File: src/rtl/ysyx_25070198_pkg.sv
// Shared LSU types: FSM state encoding, bus request payload and timeout default.
package ysyx_25070198_pkg;

  localparam int unsigned LSU_TIMEOUT = 255;
  localparam int unsigned BUS_ADDR_W  = 32;
  localparam int unsigned BUS_DATA_W  = 32;

  typedef enum logic [1:0] {
    LSU_IDLE = 2'd0,
    LSU_REQ  = 2'd1,
    LSU_WAIT = 2'd2,
    LSU_DONE = 2'd3
  } lsu_state_t;

  typedef struct packed {
    logic [BUS_ADDR_W-1:0] addr;
    logic                  wen;
    logic [1:0]            size;
    logic [3:0]            wmask;
    logic [BUS_DATA_W-1:0] wdata;
  } lsu_req_t;

endpackage

File: src/rtl/ysyx_25070198_lsu.sv
// Load/store unit: one outstanding bus access per instruction, held in DONE until retire.
module ysyx_25070198_lsu
  import ysyx_25070198_pkg::*;
#(
  parameter int unsigned TIMEOUT = LSU_TIMEOUT
) (
  input  logic        clock,
  input  logic        reset,
  input  logic        mem_ren,
  input  logic        mem_wen,
  input  logic [29:0] mem_addr,
  input  logic [1:0]  sel,
  input  logic [1:0]  io_lsu_size,
  input  logic [3:0]  mem_mask,
  input  logic [31:0] mem_wdata,
  input  logic        inst_done,
  output logic        io_lsu_respValid,
  output logic [31:0] mem_rdata,
  output logic        lsu_err,
  output logic        bus_reqValid,
  output logic [31:0] bus_addr,
  output logic        bus_wen,
  output logic [1:0]  bus_size,
  output logic [3:0]  bus_wmask,
  output logic [31:0] bus_wdata,
  input  logic        bus_reqReady,
  input  logic        bus_respValid,
  input  logic [31:0] bus_rdata
);

  localparam int unsigned CNT_W = (TIMEOUT < 2) ? 1 : $clog2(TIMEOUT + 1);

  lsu_state_t     state, next_state;
  lsu_req_t       req_q, req_in, bus_q, bus_d;
  logic [CNT_W-1:0] cnt_q;
  logic           capture, handshake, resp_hit, timeout;
  logic           bus_valid_d, resp_d, err_d;
  logic [31:0]    rdata_d;

  // Request decode; a simultaneous load and store resolves to the load.
  always_comb begin
    req_in       = '0;
    req_in.addr  = {mem_addr, sel};
    req_in.wen   = mem_wen & ~mem_ren;
    req_in.size  = io_lsu_size;
    req_in.wmask = mem_mask;
    req_in.wdata = mem_wdata;
    capture      = (state == LSU_IDLE) && (mem_ren || mem_wen);
    handshake    = (state == LSU_REQ) && bus_reqValid && bus_reqReady;
    resp_hit     = (state == LSU_WAIT) && bus_respValid;
    timeout      = (state == LSU_WAIT) && !bus_respValid &&
                   (CNT_W'(cnt_q + 1'b1) == CNT_W'(TIMEOUT));
  end

  // State register
  always_ff @(posedge clock or negedge reset) begin
    if (!reset) state <= LSU_IDLE;
    else        state <= next_state;
  end

  // Next-state logic
  always_comb begin
    next_state = state;
    case (state)
      LSU_IDLE: if (capture)              next_state = LSU_REQ;
      LSU_REQ:  if (handshake)            next_state = LSU_WAIT;
      LSU_WAIT: if (resp_hit || timeout)  next_state = LSU_DONE;
      LSU_DONE: if (inst_done)            next_state = LSU_IDLE;
      default:                            next_state = LSU_IDLE;
    endcase
  end

  // Output next-values; bus payload is zero whenever the next state is not REQ.
  always_comb begin
    bus_valid_d = (next_state == LSU_REQ);
    bus_d       = '0;
    if (next_state == LSU_REQ) bus_d = capture ? req_in : req_q;
    resp_d      = resp_hit || timeout;
    err_d       = timeout;
    rdata_d     = mem_rdata;
    if (resp_hit && !req_q.wen) rdata_d = bus_rdata;
    else if (timeout)           rdata_d = '0;
  end

  // Request registers, WAIT counter and registered outputs
  always_ff @(posedge clock or negedge reset) begin
    if (!reset) begin
      req_q            <= '0;
      cnt_q            <= '0;
      bus_q            <= '0;
      bus_reqValid     <= 1'b0;
      io_lsu_respValid <= 1'b0;
      lsu_err          <= 1'b0;
      mem_rdata        <= '0;
    end else begin
      if (capture) req_q <= req_in;
      if (handshake)                                 cnt_q <= '0;
      else if (state == LSU_WAIT && !bus_respValid)  cnt_q <= CNT_W'(cnt_q + 1'b1);
      bus_q            <= bus_d;
      bus_reqValid     <= bus_valid_d;
      io_lsu_respValid <= resp_d;
      lsu_err          <= err_d;
      mem_rdata        <= rdata_d;
    end
  end

  assign bus_addr  = bus_q.addr;
  assign bus_wen   = bus_q.wen;
  assign bus_size  = bus_q.size;
  assign bus_wmask = bus_q.wmask;
  assign bus_wdata = bus_q.wdata;

endmodule

File: config.mk
export PLATFORM = sky130hd
export DESIGN_NAME = ysyx_25070198_lsu
export DESIGN_NICKNAME = d
export VERILOG_FILES = /design/src/rtl/ysyx_25070198_pkg.sv /design/src/rtl/ysyx_25070198_lsu.sv
export SDC_FILE = /design/constraint.sdc
export NUM_CORES = 1
export LEC_CHECK = 0
export CORE_MARGIN = 4
export CORE_UTILIZATION = 47
export CTS_BUF_LIST = sky130_fd_sc_hd__clkbuf_16
export CTS_CLUSTER_DIAMETER = 150
export DETAILED_ROUTE_END_ITERATION = 8
export PLACE_DENSITY = 0.77
export SLEW_MARGIN = 20
export SYNTH_ARGS = -nofsm -noshare
export SYNTH_HDL_FRONTEND = slang
export SYNTH_SLANG_ARGS = --single-unit
File: constraint.sdc
create_clock -name clock -period 2.31 [get_ports clock]
set_input_delay 0.3465 -clock clock [delete_from_list [all_inputs] [get_ports clock]]
set_output_delay 0.3465 -clock clock [all_outputs]
set_load 0.005 [all_outputs]
==> flow_summary.json, run 1 <==
{
  "yosysUniqueCellTypes": 36,
  "crit_required_ns": 2.59,
  "switchingPower_mw": 3.62,
  "die_y_um": 130,
  "fin_skew_ns": 0.00917,
  "rsz0062_at_grt": "false",
  "grt_antenna_before_repair": 0,
  "dr.pass1.iters": 4,
  "internal_power_mw": 9.00,
  "antenna_cells": 0,
  "globalRouteTotalUtil_pct": 19.9,
  "drive_gt1_share_pct": 19.1,
  "synthFlopType": "dfrtp_1",
  "synth_edf_count": 0,
  "setup_slack_ns": 0.278,
  "setup_viol": 0,
  "cp_max_fo": 32,
  "gr-total-overflow": 0,
  "wl_per_cell_um": 17.9,
  "synth_nets": 598,
  "rows": 44,
  "clk_latency_ns": 0.42,
  "num_vias": 4536,
  "worst_slew_pin_slew_ns": 0.545,
  "worst_setup_path_start_kind": "flip-flop",
  "fmax_mhz": 492,
  "synthCells": 487,
  "cts.path.max_buffers": 2,
  "ant_nets": 0,
  "pwr-share-clk_pct": 21.9,
  "synth-seq-cells": 187,
  "switching_share_pct": 28.7,
  "pin_count": 215,
  "hp-class": "in -> async",
  "grt_pass1_vias": 5027,
  "critical_path_class": "reg -> reg",
  "drt-initial-drc-count": 157,
  "place.gp.congestion": 0.770,
  "cts_resized": 0,
  "worst_path_max_delay_cell": "dfrtp_1",
  "critPathTopFamily": "simple AND/OR/NAND/NOR gates",
  "cts_tree": "built",
  "numPortBuffers": 214,
  "netlist_area_mm2": 0.00703,
  "r2r_slack_ns": 0.28,
  "path_buf_inv": 0,
  "dpl.hpwl_um": 11800,
  "htreeDepth": 4,
  "p_comb_share_pct": 36.6,
  "avgSynthCellArea_um2": 14.4,
  "die_x_um": 130,
  "nNetsFinal": 822,
  "cp.arrival_ns": 2.31,
  "crit_chain": "or3b_1 > nor3b_2 > o211a_4 > a21oi_1",
  "r2r_start": "state[1]$_DFF_PN0_",
  "p_seq_share_pct": 41.5,
  "power_density_mw_per_mm2": 1250,
  "endpoint_kind": "flip-flop",
  "grt_max_degree": 61,
  "relSlewSlack_pct": 63.7,
  "start_util_pct": 48.2,
  "wirelength_um": 16200,
  "core-area_mm2": 0.0146,
  "dieArea_mm2": 0.0170,
  "clock-sinks": 187,
  "reg2reg_to": "mem_rdata[3]$_DFFE_PN0P_",
  "finalSetupTns_ns": 0,
  "cts.clk_slew.worst_paths_ns": 0.07,
  "hold_viol": 0,
  "dp_slack_ns": 0.115,
  "status": "completed",
  "cts_made_buffers": 17,
  "leakage_nw": 4.26,
  "maxCapViolations": 0,
  "max_stage_delay_ns": 0.58,
  "maxSlewViolCount": 0,
  "worst_hold_slack_ns": 0.468,
  "cts-root-buf": "clkbuf_16",
  "drc": 0,
  "vias_per_cell": 5.00,
  "synth-async-reset-ratio_pct": 100,
  "areaGrowthSynthToFinish_pct": 43.6,
  "seq_area_frac_synth_pct": 66.5,
  "peakVddDrop_v": 0.000819,
  "fin_crit_ns": 2.03,
  "synth_warnings": 0,
  "reg2reg_depth": 4,
  "num-fill-cells": 1031,
  "post-route-period-util_pct": 88.0,
  "grt_pass1_wl_um": 25700
}
-- layer usage --
| layer | wire (um) | track usage [%] | vias to the layer above |
|---|---|---|---|
| li1 | - | - | 2108 |
| met1 | 5870 | 21.4 | 2224 |
| met2 | 7870 | 33.6 | 179 |
| met3 | 2160 | 10.3 | 25 |
| met4 | 345 | 7.52 | 0 |
| met5 | 0 | 0 | - |
-- cell usage after synthesis (all sizes together), types with 2 or more instances --
| master | number | area [um2] |
|---|---|---|
| xnor2 | 2 | 17.5 |
| dfrtp | 187 | 4680 |
| nor2 | 5 | 23.8 |
| nand3b | 2 | 15.0 |
| buf | 17 | 96.3 |
| nand2 | 7 | 26.3 |
| a21oi | 39 | 233 |
| a22o | 3 | 26.3 |
| mux2 | 70 | 788 |
| clkbuf | 10 | 37.5 |
| nor2b | 70 | 438 |
| mux2i | 32 | 320 |
| nand3 | 5 | 30.0 |
| o21ai | 10 | 50.1 |
| xor2 | 5 | 43.8 |
| and3b | 2 | 17.5 |
| inv | 3 | 11.3 |
| o211ai | 2 | 15.0 |
| o21bai | 2 | 15.0 |
| ha | 2 | 25.0 |
| nor3b | 3 | 32.5 |
-- timing repair --
item	in CTS	in global routing
hold endpoints to repair	55	0
buffers inserted	0	0
hold buffers	1	0
-- final cells by class --
type / count / area, um2 / share of cell area (%)
sequential: 187 / 4680 / 46.4
timing repair buffer: 232 / 2380 / 23.6
multi-input combinational: 270 / 2230 / 22.1
clock buffer: 17 / 425 / 4.21
tap: 184 / 230 / 2.28
clock inverter: 14 / 138 / 1.36
inverter: 3 / 11.3 / 0.112
-- through the flow --
step / utilization (%) / cell area (um2) / cells / power, mW
detailed placement: 65.3 / 9520 / 875 / 10.0
CTS: 69.2 / 10100 / 907 / 12.8
global placement: 65.3 / 9520 / 875 / 9.74
floorplan: - / 7030 / 487 / 7.40
finish: 69.2 / 10100 / 907 / 12.6
global route: 69.2 / 10100 / 907 / 13.5
-- how the worst max path moves through the flow --
| stage | startpoint | end | slack (ns) | cells after the start |
|---|---|---|---|---|
| final | state[1]$_DFF_PN0_ | mem_rdata[3]$_DFFE_PN0P_ | 0.28 | 4 |
| after global routing | state[1]$_DFF_PN0_ | mem_rdata[2]$_DFFE_PN0P_ | 0.15 | 4 |
| after CTS | state[1]$_DFF_PN0_ | mem_rdata[3]$_DFFE_PN0P_ | 0.27 | 4 |
| after detailed placement | bus_respValid | mem_rdata[3]$_DFFE_PN0P_ | 0.11 | 5 |
| after global placement | mem_ren | bus_wdata[18]$_DFF_PN0_ | 0.17 | 7 |
| after floorplan | cnt_q[0]$_DFFE_PN0P_ | mem_rdata[10]$_DFFE_PN0P_ | 0.61 | 6 |
-- worst register-to-register path, stage by stage, from the launching register on --
cell and delay (ns):
dfrtp_1 0.58, or3b_1 0.42, nor3b_2 0.26, o211a_4 0.47
a21oi_1 0.16
-- registers in the layout, summed over array words and instances, names as in the netlist --
register          count
bus_wdata            32
bus_wmask             4
lsu_err               1
bus_wen               1
state                 2
io_lsu_respValid      1
req_q                71
mem_rdata            32
bus_reqValid          1
bus_size              2
bus_addr             32
cnt_q                 8
-- cells in the final DEF, fill, tap and decap left out, types with 4 or more instances in the layout --
| cell | Yosys | final |
|---|---|---|
| a21oi_2 | 10 | 10 |
| clkdlybuf4s50_1 | 0 | 213 |
| dfrtp_1 | 187 | 187 |
| nand3_1 | 4 | 4 |
| a21oi_1 | 29 | 29 |
| o21ai_0 | 10 | 10 |
| mux2_2 | 70 | 70 |
| buf_4 | 2 | 9 |
| buf_12 | 0 | 8 |
| mux2i_1 | 32 | 32 |
| xor2_1 | 5 | 4 |
| inv_6 | 0 | 5 |
| nand2_1 | 7 | 7 |
| clkbuf_16 | 0 | 17 |
| nor2b_1 | 70 | 70 |
-- logic make-up (layout without fill, tap and decap cells) --
group           Yosys count  in the layout  synth area share [%]
mux                     102            102                  15.8
flops                   187            187                  66.5
fa+ha+maj                 2              2                 0.356
compound gates           61             61                  5.53
buf+inv                  30            266                  2.06
simple gates             98             98                  8.86
xor+xnor                  7              7                 0.872
-- power groups by stage --
stage / registers, mW / logic [mW] / clock network (mW)
floorplan: 5.21 / 2.19 / 0
global placement: 5.23 / 4.51 / 0
detailed placement: 5.31 / 4.69 / 0
CTS: 5.26 / 4.72 / 2.84
global route: 5.39 / 5.08 / 2.99
finish: 5.24 / 4.62 / 2.77
Note: power is estimated with default switching activity, not from simulation.
==> run 2: changes to the inputs <==
- ABC_CLOCK_PERIOD_IN_PS: not set -> 2310
- GPL_TIMING_DRIVEN: not set -> 0
==> flow_summary.json, run 2 (synthesized netlist as in run 1, its figures left out) <==
{
  "status": "completed",
  "cts-root-buf": "clkbuf_16",
  "wirelength_um": 15900,
  "cts.clk_slew.worst_paths_ns": 0.06,
  "maxSlewViolCount": 0,
  "die_x_um": 130,
  "place.gp.congestion": 0.821,
  "r2r_slack_ns": 0.22,
  "nNetsFinal": 833,
  "crit_required_ns": 2.59,
  "setup_viol": 0,
  "hold_viol": 0,
  "registers.top_by_ff_count": "req_q",
  "most-common-layout-cells": "213 x clkdlybuf4s50_1, 187 x dfrtp_1, 70 x mux2_2, 70 x nor2b_1, 32 x mux2i_1",
  "worst_setup_path_start_kind": "flip-flop",
  "relSlewSlack_pct": 52.1,
  "hold_depth": 1,
  "post-route-period-util_pct": 90.4,
  "power_density_mw_per_mm2": 1240,
  "peakVddDrop_v": 0.000676,
  "cts_made_buffers": 17,
  "grt_antenna_before_repair": 0,
  "numPortBuffers": 214,
  "globalRouteTotalUtil_pct": 19.6,
  "grt_max_degree": 100,
  "ant_nets": 0,
  "reg2reg_to": "mem_rdata[3]$_DFFE_PN0P_",
  "cp.arrival_ns": 2.37,
  "drt-initial-drc-count": 114,
  "htreeDepth": 4,
  "utilization_pct": 68.6,
  "fin_skew_ns": 0.00953,
  "num_vias": 4526,
  "die_y_um": 130,
  "clock-sinks": 187,
  "cp_max_fo": 10,
  "worst_slew_pin_slew_ns": 0.719,
  "final_common_cell": "clkdlybuf4s50_1",
  "critical_path_class": "reg -> reg",
  "dieArea_mm2": 0.0170,
  "reg2reg_depth": 6,
  "grt_pass1_wl_um": 25300,
  "largest_reg_flops": 71,
  "dpl.hpwl_um": 11800,
  "dr.pass1.iters": 4,
  "areaGrowthSynthToFinish_pct": 42.3,
  "maxCapViolations": 0,
  "gr-total-overflow": 0,
  "worst_hold_slack_ns": 0.490,
  "drc": 0,
  "finalSetupTns_ns": 0,
  "fmax_mhz": 479,
  "final_area_mm2": 0.0100,
  "rows": 44,
  "cts.path.max_buffers": 2,
  "hp-class": "reg -> reg",
  "rsz0062_at_grt": "false",
  "r2r_start": "cnt_q[0]$_DFFE_PN0P_",
  "cts_tree": "built",
  "drive_gt1_share_pct": 18.1,
  "wl_per_cell_um": 17.3,
  "startpoint": "cnt_q[0]$_DFFE_PN0P_",
  "start_util_pct": 48.2,
  "pin_count": 215,
  "setup_slack_ns": 0.221,
  "fin_crit_ns": 2.09,
  "leakage_nw": 4.27,
  "grt_pass1_vias": 5058,
  "core-area_mm2": 0.0146,
  "clk_latency_ns": 0.42,
  "crit_end": "mem_rdata[3]$_DFFE_PN0P_",
  "dpl-instance-area_mm2": 0.00944,
  "dp_slack_ns": -0.476,
  "endpoint_kind": "flip-flop",
  "antenna_cells": 0,
  "vias_per_cell": 4.93
}
-- run 2: changes by cell type in the layout (fill, tap and decap cells not counted), moves of 2 or more --
cell,previous run,this run
buf_12,8,0
clkinv_1,0,2
clkbuf_1,0,10
buf_4,9,2
inv_8,2,0
buf_2,0,14
clkinvlp_4,3,1
inv_6,5,3
inv_1,3,6
-- run 2: layout make-up --
cell class | count | area (um2)
plain buffers | 27 | 134
clock buffers | 17 | 425
clock inverters | 14 | 131
fillers | 1038 | 4580
inverters | 3 | 11.3
multi-input cells | 270 | 2210
flip-flops and latches | 187 | 4680
well taps | 184 | 230
repair buffers | 216 | 2180
-- run 2: worst min-delay path by stage --
stage	from	end	slack, ns
floorplan	reset	bus_addr[0]$_DFF_PN0_	0.05
finish	req_q[10]$_DFF_PN0_	req_q[10]$_DFF_PN0_	0.49
global route	req_q[68]$_DFF_PN0_	req_q[68]$_DFF_PN0_	0.50
CTS	req_q[62]$_DFF_PN0_	req_q[62]$_DFF_PN0_	0.49
detailed placement	reset	mem_rdata[1]$_DFFE_PN0P_	0.43
global placement	req_q[18]$_DFF_PN0_	req_q[18]$_DFF_PN0_	0.48
-- run 2: power breakdown --
group	total, mW	switching [mW]	internal, mW
registers	5.21	0.521	4.69
logic	4.50	1.82	2.68
clock network	2.75	1.17	1.57
total	12.5	3.51	8.94
-- run 2: per-layer routing --
| metal | up-vias | GRT usage, % | routed length (um) |
|---|---|---|---|
| met3 | 22 | 10.4 | 2010 |
| li1 | 2118 | - | - |
| met5 | - | 0 | 0 |
| met2 | 164 | 32.2 | 7690 |
| met4 | 0 | 6.54 | 241 |
| met1 | 2222 | 22.0 | 5960 |
-- run 2: per-stage QoR --
stage / instances / power, mW
2_1_floorplan: 487 / 7.40
3_3_place_gp: 885 / 9.62
3_5_place_dp: 886 / 9.83
4_1_cts: 918 / 12.6
5_1_grt: 918 / 13.3
6_report: 918 / 12.5
-- run 2: worst max-delay path, cell delays in order, from the launching register on --
cell and delay [ns]:
dfrtp_1 0.41, ha_1 0.25, nand3_2 0.13, nor2_2 0.24
xor2_1 0.35, clkbuf_1 0.42, a21oi_1 0.13
-- run 2: timing repair --
action / 4_1_cts / 5_1_grt
resized for setup: 1 / 0
hold buffers: 1 / 0
endpoints found under the setup margin: 9 / 0
endpoints found under the hold margin: 98 / 0
buffers inserted: 0 / 0
